**config.mk**
```make
export PLATFORM = sky130hd
export DESIGN_NAME = bloco_operacional
export DESIGN_NICKNAME = d
export VERILOG_FILES = /design/src/rtl/bloco_operacional_pkg.sv /design/src/rtl/bloco_operacional_mult_serial.sv /design/src/rtl/bloco_operacional.sv
export SDC_FILE = /design/constraint.sdc
export NUM_CORES = 1
export LEC_CHECK = 0
export BUFFER_PORTS_ARGS = -buffer_cell sky130_fd_sc_hd__buf_4
export CAP_MARGIN = 5
export CORE_MARGIN = 2
export CORE_UTILIZATION = 55
export DETAILED_ROUTE_END_ITERATION = 8
export GPL_TIMING_DRIVEN = 0
export PLACE_DENSITY = 0.74
export SYNTH_ARGS = -nofsm -noshare
export SYNTH_HDL_FRONTEND = slang
export SYNTH_SLANG_ARGS = --single-unit
```
**constraint.sdc**
```tcl
create_clock -name ck -period 3.33 [get_ports ck]
set_input_delay 0.333 -clock ck [delete_from_list [all_inputs] [get_ports ck]]
set_output_delay 0.333 -clock ck [all_outputs]
set_load 0.1 [all_outputs]
```
**src/rtl/bloco_operacional_pkg.sv**
```systemverilog
// Shared constants for the Horner-evaluation controller and datapath:
// data width and the encodings of the operand selects and operation code.
package bloco_operacional_pkg;
   localparam int W_DEF = 8;

   localparam logic [1:0] SEL_H     = 2'b10;
   localparam logic [1:0] SEL_A     = 2'b01;
   localparam logic [1:0] SEL_C_ADD = 2'b11;
   localparam logic [1:0] SEL_B_ADD = 2'b11;
   localparam logic [1:0] SEL_X     = 2'b01;

   localparam logic OP_ADD = 1'b0;
   localparam logic OP_MUL = 1'b1;
endpackage

```
**src/rtl/bloco_operacional_mult_serial.sv**
```systemverilog
// Iterative shift-add multiplier: operands are latched on start and one
// partial product is accumulated per edge, completing W edges later.
module mult_serial #(
   parameter int W = 8
) (
   input  logic         ck,
   input  logic         rst,
   input  logic         start,
   input  logic [W-1:0] a,
   input  logic [W-1:0] b,
   output logic [W-1:0] product,
   output logic         busy,
   output logic         done
);
   localparam int CW = $clog2(W) + 1;

   logic [W-1:0]  mcand_r;
   logic [W-1:0]  mplier_r;
   logic [W-1:0]  acc_r;
   logic [CW-1:0] cnt_r;
   logic          busy_r;
   logic [W-1:0]  step_s;
   logic          last_s;

   // Next accumulator value and final-step detection
   always_comb begin
      step_s = acc_r + (mplier_r[0] ? mcand_r : {W{1'b0}});
      last_s = busy_r && (cnt_r == CW'(W - 1));
   end

   // Operand latch and one shift-add step per edge while busy
   always_ff @(posedge ck or posedge rst) begin
      if (rst) begin
         mcand_r  <= {W{1'b0}};
         mplier_r <= {W{1'b0}};
         acc_r    <= {W{1'b0}};
         cnt_r    <= {CW{1'b0}};
         busy_r   <= 1'b0;
      end else if (busy_r) begin
         acc_r    <= step_s;
         mcand_r  <= mcand_r << 1;
         mplier_r <= mplier_r >> 1;
         cnt_r    <= cnt_r + {{(CW-1){1'b0}}, 1'b1};
         if (last_s) begin
            busy_r <= 1'b0;
         end else begin
            busy_r <= 1'b1;
         end
      end else if (start) begin
         mcand_r  <= a;
         mplier_r <= b;
         acc_r    <= {W{1'b0}};
         cnt_r    <= {CW{1'b0}};
         busy_r   <= 1'b1;
      end else begin
         busy_r   <= 1'b0;
      end
   end

   // The product is presented on the completing edge so H captures it there
   assign product = step_s;
   assign busy    = busy_r;
   assign done    = last_s;
endmodule

```
**src/rtl/bloco_operacional.sv**
```systemverilog
// Datapath for y = (a*x + b)*x + c: X/H/S registers, operand muxes,
// single-cycle adder and a serial multiplier that drives pronto.
module bloco_operacional
   import bloco_operacional_pkg::*;
#(
   parameter int W = W_DEF
) (
   input  logic         ck,
   input  logic         rst,
   input  logic [W-1:0] x_in,
   input  logic [W-1:0] coef_a,
   input  logic [W-1:0] coef_b,
   input  logic [W-1:0] coef_c,
   input  logic         lx,
   input  logic         lh,
   input  logic         ls,
   input  logic         h,
   input  logic [1:0]   m0,
   input  logic [1:0]   m1,
   input  logic [1:0]   m2,
   output logic [W-1:0] y_out,
   output logic         pronto
);
   logic [W-1:0] x_r;
   logic [W-1:0] h_r;
   logic [W-1:0] s_r;
   logic [W-1:0] left_s;
   logic [W-1:0] rm_s;
   logic [W-1:0] ra_s;
   logic [W-1:0] sum_s;
   logic [W-1:0] product_s;
   logic         busy_s;
   logic         done_s;
   logic         idle_s;
   logic         start_s;

   // Operand selection and adder
   always_comb begin
      case (m0)
         SEL_A:   left_s = coef_a;
         default: left_s = h_r;
      endcase
      if (m1[1]) begin
         rm_s = {W{1'b0}};
      end else begin
         rm_s = x_r;
      end
      if (m2 == SEL_B_ADD) begin
         ra_s = (m0 == SEL_C_ADD) ? coef_c : coef_b;
      end else begin
         ra_s = {W{1'b0}};
      end
      sum_s   = left_s + ra_s;
      idle_s  = ~busy_s;
      start_s = idle_s && lh && (h == OP_MUL);
   end

   mult_serial #(.W(W)) u_mult (
      .ck      (ck),
      .rst     (rst),
      .start   (start_s),
      .a       (left_s),
      .b       (rm_s),
      .product (product_s),
      .busy    (busy_s),
      .done    (done_s)
   );

   // Architectural registers; loads are only honoured while idle
   always_ff @(posedge ck or posedge rst) begin
      if (rst) begin
         x_r <= {W{1'b0}};
         h_r <= {W{1'b0}};
         s_r <= {W{1'b0}};
      end else if (idle_s) begin
         if (lx) x_r <= x_in;
         if (ls) s_r <= sum_s;
         if (lh && (h == OP_ADD)) h_r <= sum_s;
      end else if (done_s) begin
         h_r <= product_s;
      end else begin
         h_r <= h_r;
      end
   end

   assign y_out  = s_r;
   assign pronto = ~busy_s;
endmodule

```
==> flow_summary.ini <==
[run_status]
status = finished clean

[critical_path]
worstPathRequired_ns = 3.56
slowest_stage = dfrtp_1
worstPathCellList = and2_1 -> ha_1 -> fa_1 -> a211oi_1 -> o21bai_1 -> a21oi_1 -> xnor2_1 -> nor2b_1 -> nor3_1
reg2reg_slack_ns = 0.78
reg2reg_from = u_mult.mplier_r[0]$_DFFE_PP0P_
criticalPathCategory = flop to flop
critPathArrivalTime_ns = 2.78
endpoint_kind = flop
crit_fanout = 9
r2r_cells = 9
slowest_delay_ns = 0.49
rr_endpoint = h_r[6]$_DFFE_PP0P_
start_kind = flop
crit_family = adder cells
cp_num_buf_inv = 0

[cts]
h-tree-depth = 2
clk_pin_slew_worst_paths_ns = 0.11
clock_path_buffers = 2
postCtsResizedCells = 0
cts_tree = done
post_cts_buffers = 0
clk_latency_ns = 0.32
cts_sinks = 53
cts_buffers = 5
cts.hold.buffers_added = 1
clockRootBuffer = clkbuf_8

[sta]
max-slew-margin-rel = 0.481
fin_tns_setup_ns = 0
rsz0062_at_grt = false
drv_slew = 0
post-route-period-util = 0.766
max_freq_ghz = 0.392
setup_viol_count_final = 0
skew_ns = 0.00779
hold_viol = 0
post-route-min-period_ns = 2.55
worst_pin_slew_ns = 0.778

[final_layout]
drive_above_1_share = 0.213
layout_commonest_cell = dfrtp_1
diodes = 0
multi_input_area_mm2 = 0.00166
nets = 450
post-route-util = 0.671
mostFrequentLayoutCells = 53 x dfrtp_1, 47 x nand2_1, 46 x buf_4, 33 x a21oi_1, 32 x o21ai_0
seq_area_mm2 = 0.00133
fillers = 468
area_delta_synth_final_pct = 18.0

[yosys]
synthesis.nets = 395
synth_area_mm2 = 0.00311
synth.distinct_cells = 41
synth_ff_type = dfrtp_1
async_reset_ff_frac = 1.00
ys_ff_latch = 53
ys_seq_area_frac = 0.426
syn_area_per_cell_um2 = 9.32
syn_inst = 334
synth_edf_count = 0
yosysWarnings = 0

[worst_hold_path]
min_from = x_in[5]
hold_path.class = input pin to flop
worstHoldEndpoint = x_r[5]$_DFFE_PP0P_
hold_depth = 2

[power_and_ir_drop]
clkPwrFrac = 0.131
power.total_mw = 2.96
p_sw_mw = 1.38
comb_power_share = 0.505
leakagePower_nw = 1.77
p_seq_frac = 0.364
ir_drop_v = 0.000533
p_sw_frac = 0.466
powerDensity_mw_per_mm2 = 807
internal-power_mw = 1.58

[die]
die_area_mm2 = 0.00628
num_rows = 27
start_util = 0.569
core_area_mm2 = 0.00547
ios = 53
dieWidth_um = 79.2
die_y_um = 79.2

[grt]
grt_usage = 0.245
grt_pass1_wl_um = 12000
grt_max_degree = 39
antenna_found_initial = 0
grt_pass1_vias = 2562
gr-total-overflow = 0

[routing]
ant_nets = 0
drc = 0
drt_wl_total_um = 7280
avgViaCountPerCell = 5.65
drtIter0Drc = 143
vias = 2612
drt-pass1-iter-count = 4
wl_per_cell_um = 15.8

[place]
dpl.hpwl_um = 5740
placement.io_buffers = 46
gp_congestion = 0.839

[run]
drv_cap = 0
stage by stage:
step	setup WS [ns]	hold slack (ns)	std cells	cell area [µm²]
floorplan	0.984	0.446	334	3110
global placement	0.447	0.458	452	3550
detailed placement	0.457	0.336	453	3570
CTS	0.784	0.232	462	3670
global route	0.589	0.230	462	3670
finish	0.780	0.238	462	3670
synthesized netlist by cell type, types with 2 or more instances:
cell type,n,area (µm²)
a211o_1,3,26.3
nor2b_1,3,18.8
buf_6,3,33.8
mux2i_1,4,40.0
o21ai_0,32,160
nor2_1,18,67.6
and2_1,8,50.1
nand3_1,11,55.1
a211oi_1,2,15.0
o21bai_1,2,15.0
mux2_2,18,203
a22o_1,3,26.3
xor2_1,6,52.6
nor3b_1,8,60.1
o31ai_1,5,37.5
nand2_1,47,176
o21a_1,3,22.5
inv_1,8,30.0
xnor2_1,6,52.6
a21oi_1,33,165
nand4_1,2,12.5
dfrtp_1,53,1330
ha_1,15,188
clkbuf_1,13,48.8
and3_1,3,18.8
a21o_1,6,45.0
fa_1,2,40.0
nor3_1,4,20.0
metal layers:
layer / part of all wire / wire length, µm / vias up / global-route usage
li1: - / - / 1278 / -
met5: 0 / 0 / - / 0
met2: 0.48 / 3510 / 55 / 0.400
met3: 0.042 / 306 / 10 / 0.0330
met4: 0.013 / 97 / 0 / 0.0810
met1: 0.46 / 3370 / 1269 / 0.339
power by group through the flow:
| stage | combinational, mW | sequential (mW) | clock [mW] |
|---|---|---|---|
| final | 1.50 | 1.08 | 0.387 |
| after detailed placement | 1.50 | 1.09 | 0 |
| after floorplan | 0.834 | 1.35 | 0 |
| after global placement | 1.46 | 1.08 | 0 |
| after global routing | 1.63 | 1.12 | 0.415 |
| after CTS | 1.50 | 1.08 | 0.394 |
how the worst max path moves through the flow:
| stage | to | cells after the start | slack, ns | startpoint |
|---|---|---|---|---|
| floorplan | y_out[6]$_DFFE_PP0P_ | 13 | 0.98 | m0[0] |
| global placement | h_r[7]$_DFFE_PP0P_ | 12 | 0.45 | m0[0] |
| detailed placement | h_r[7]$_DFFE_PP0P_ | 12 | 0.46 | m0[0] |
| CTS | h_r[6]$_DFFE_PP0P_ | 9 | 0.78 | u_mult.mplier_r[0]$_DFFE_PP0P_ |
| global route | h_r[7]$_DFFE_PP0P_ | 12 | 0.59 | m0[0] |
| finish | h_r[6]$_DFFE_PP0P_ | 9 | 0.78 | u_mult.mplier_r[0]$_DFFE_PP0P_ |
sequential cells by signal (all words and copies together), names as in the netlist:
name,flops
h_r,8
u_mult.acc_r,8
u_mult.busy,1
u_mult.cnt_r,4
u_mult.mcand_r,8
u_mult.mplier_r,8
x_r,8
y_out,8
area by class of cell:
class	instances	share of cell area
tap	72	0.0245
clock inverter	3	0.00681
inverter	8	0.00818
clock buffer	5	0.0187
sequential	53	0.361
multi-input combinational	255	0.453
timing repair buffer	48	0.102
buffer	18	0.0252
cells by family (layout without fill, tap and decap cells):
logic type | Yosys count | in the layout | synth area share
AND/OR/NAND/NOR | 108 | 108 | 0.164
flip-flops | 53 | 53 | 0.426
buffers and inverters | 26 | 82 | 0.0394
adder cells (fa/ha/maj) | 17 | 17 | 0.0732
XOR/XNOR | 12 | 12 | 0.0338
multiplexers | 23 | 23 | 0.0824
AO/OA/AOI/OAI | 95 | 95 | 0.181
Note: power is estimated with default switching activity, not from simulation.
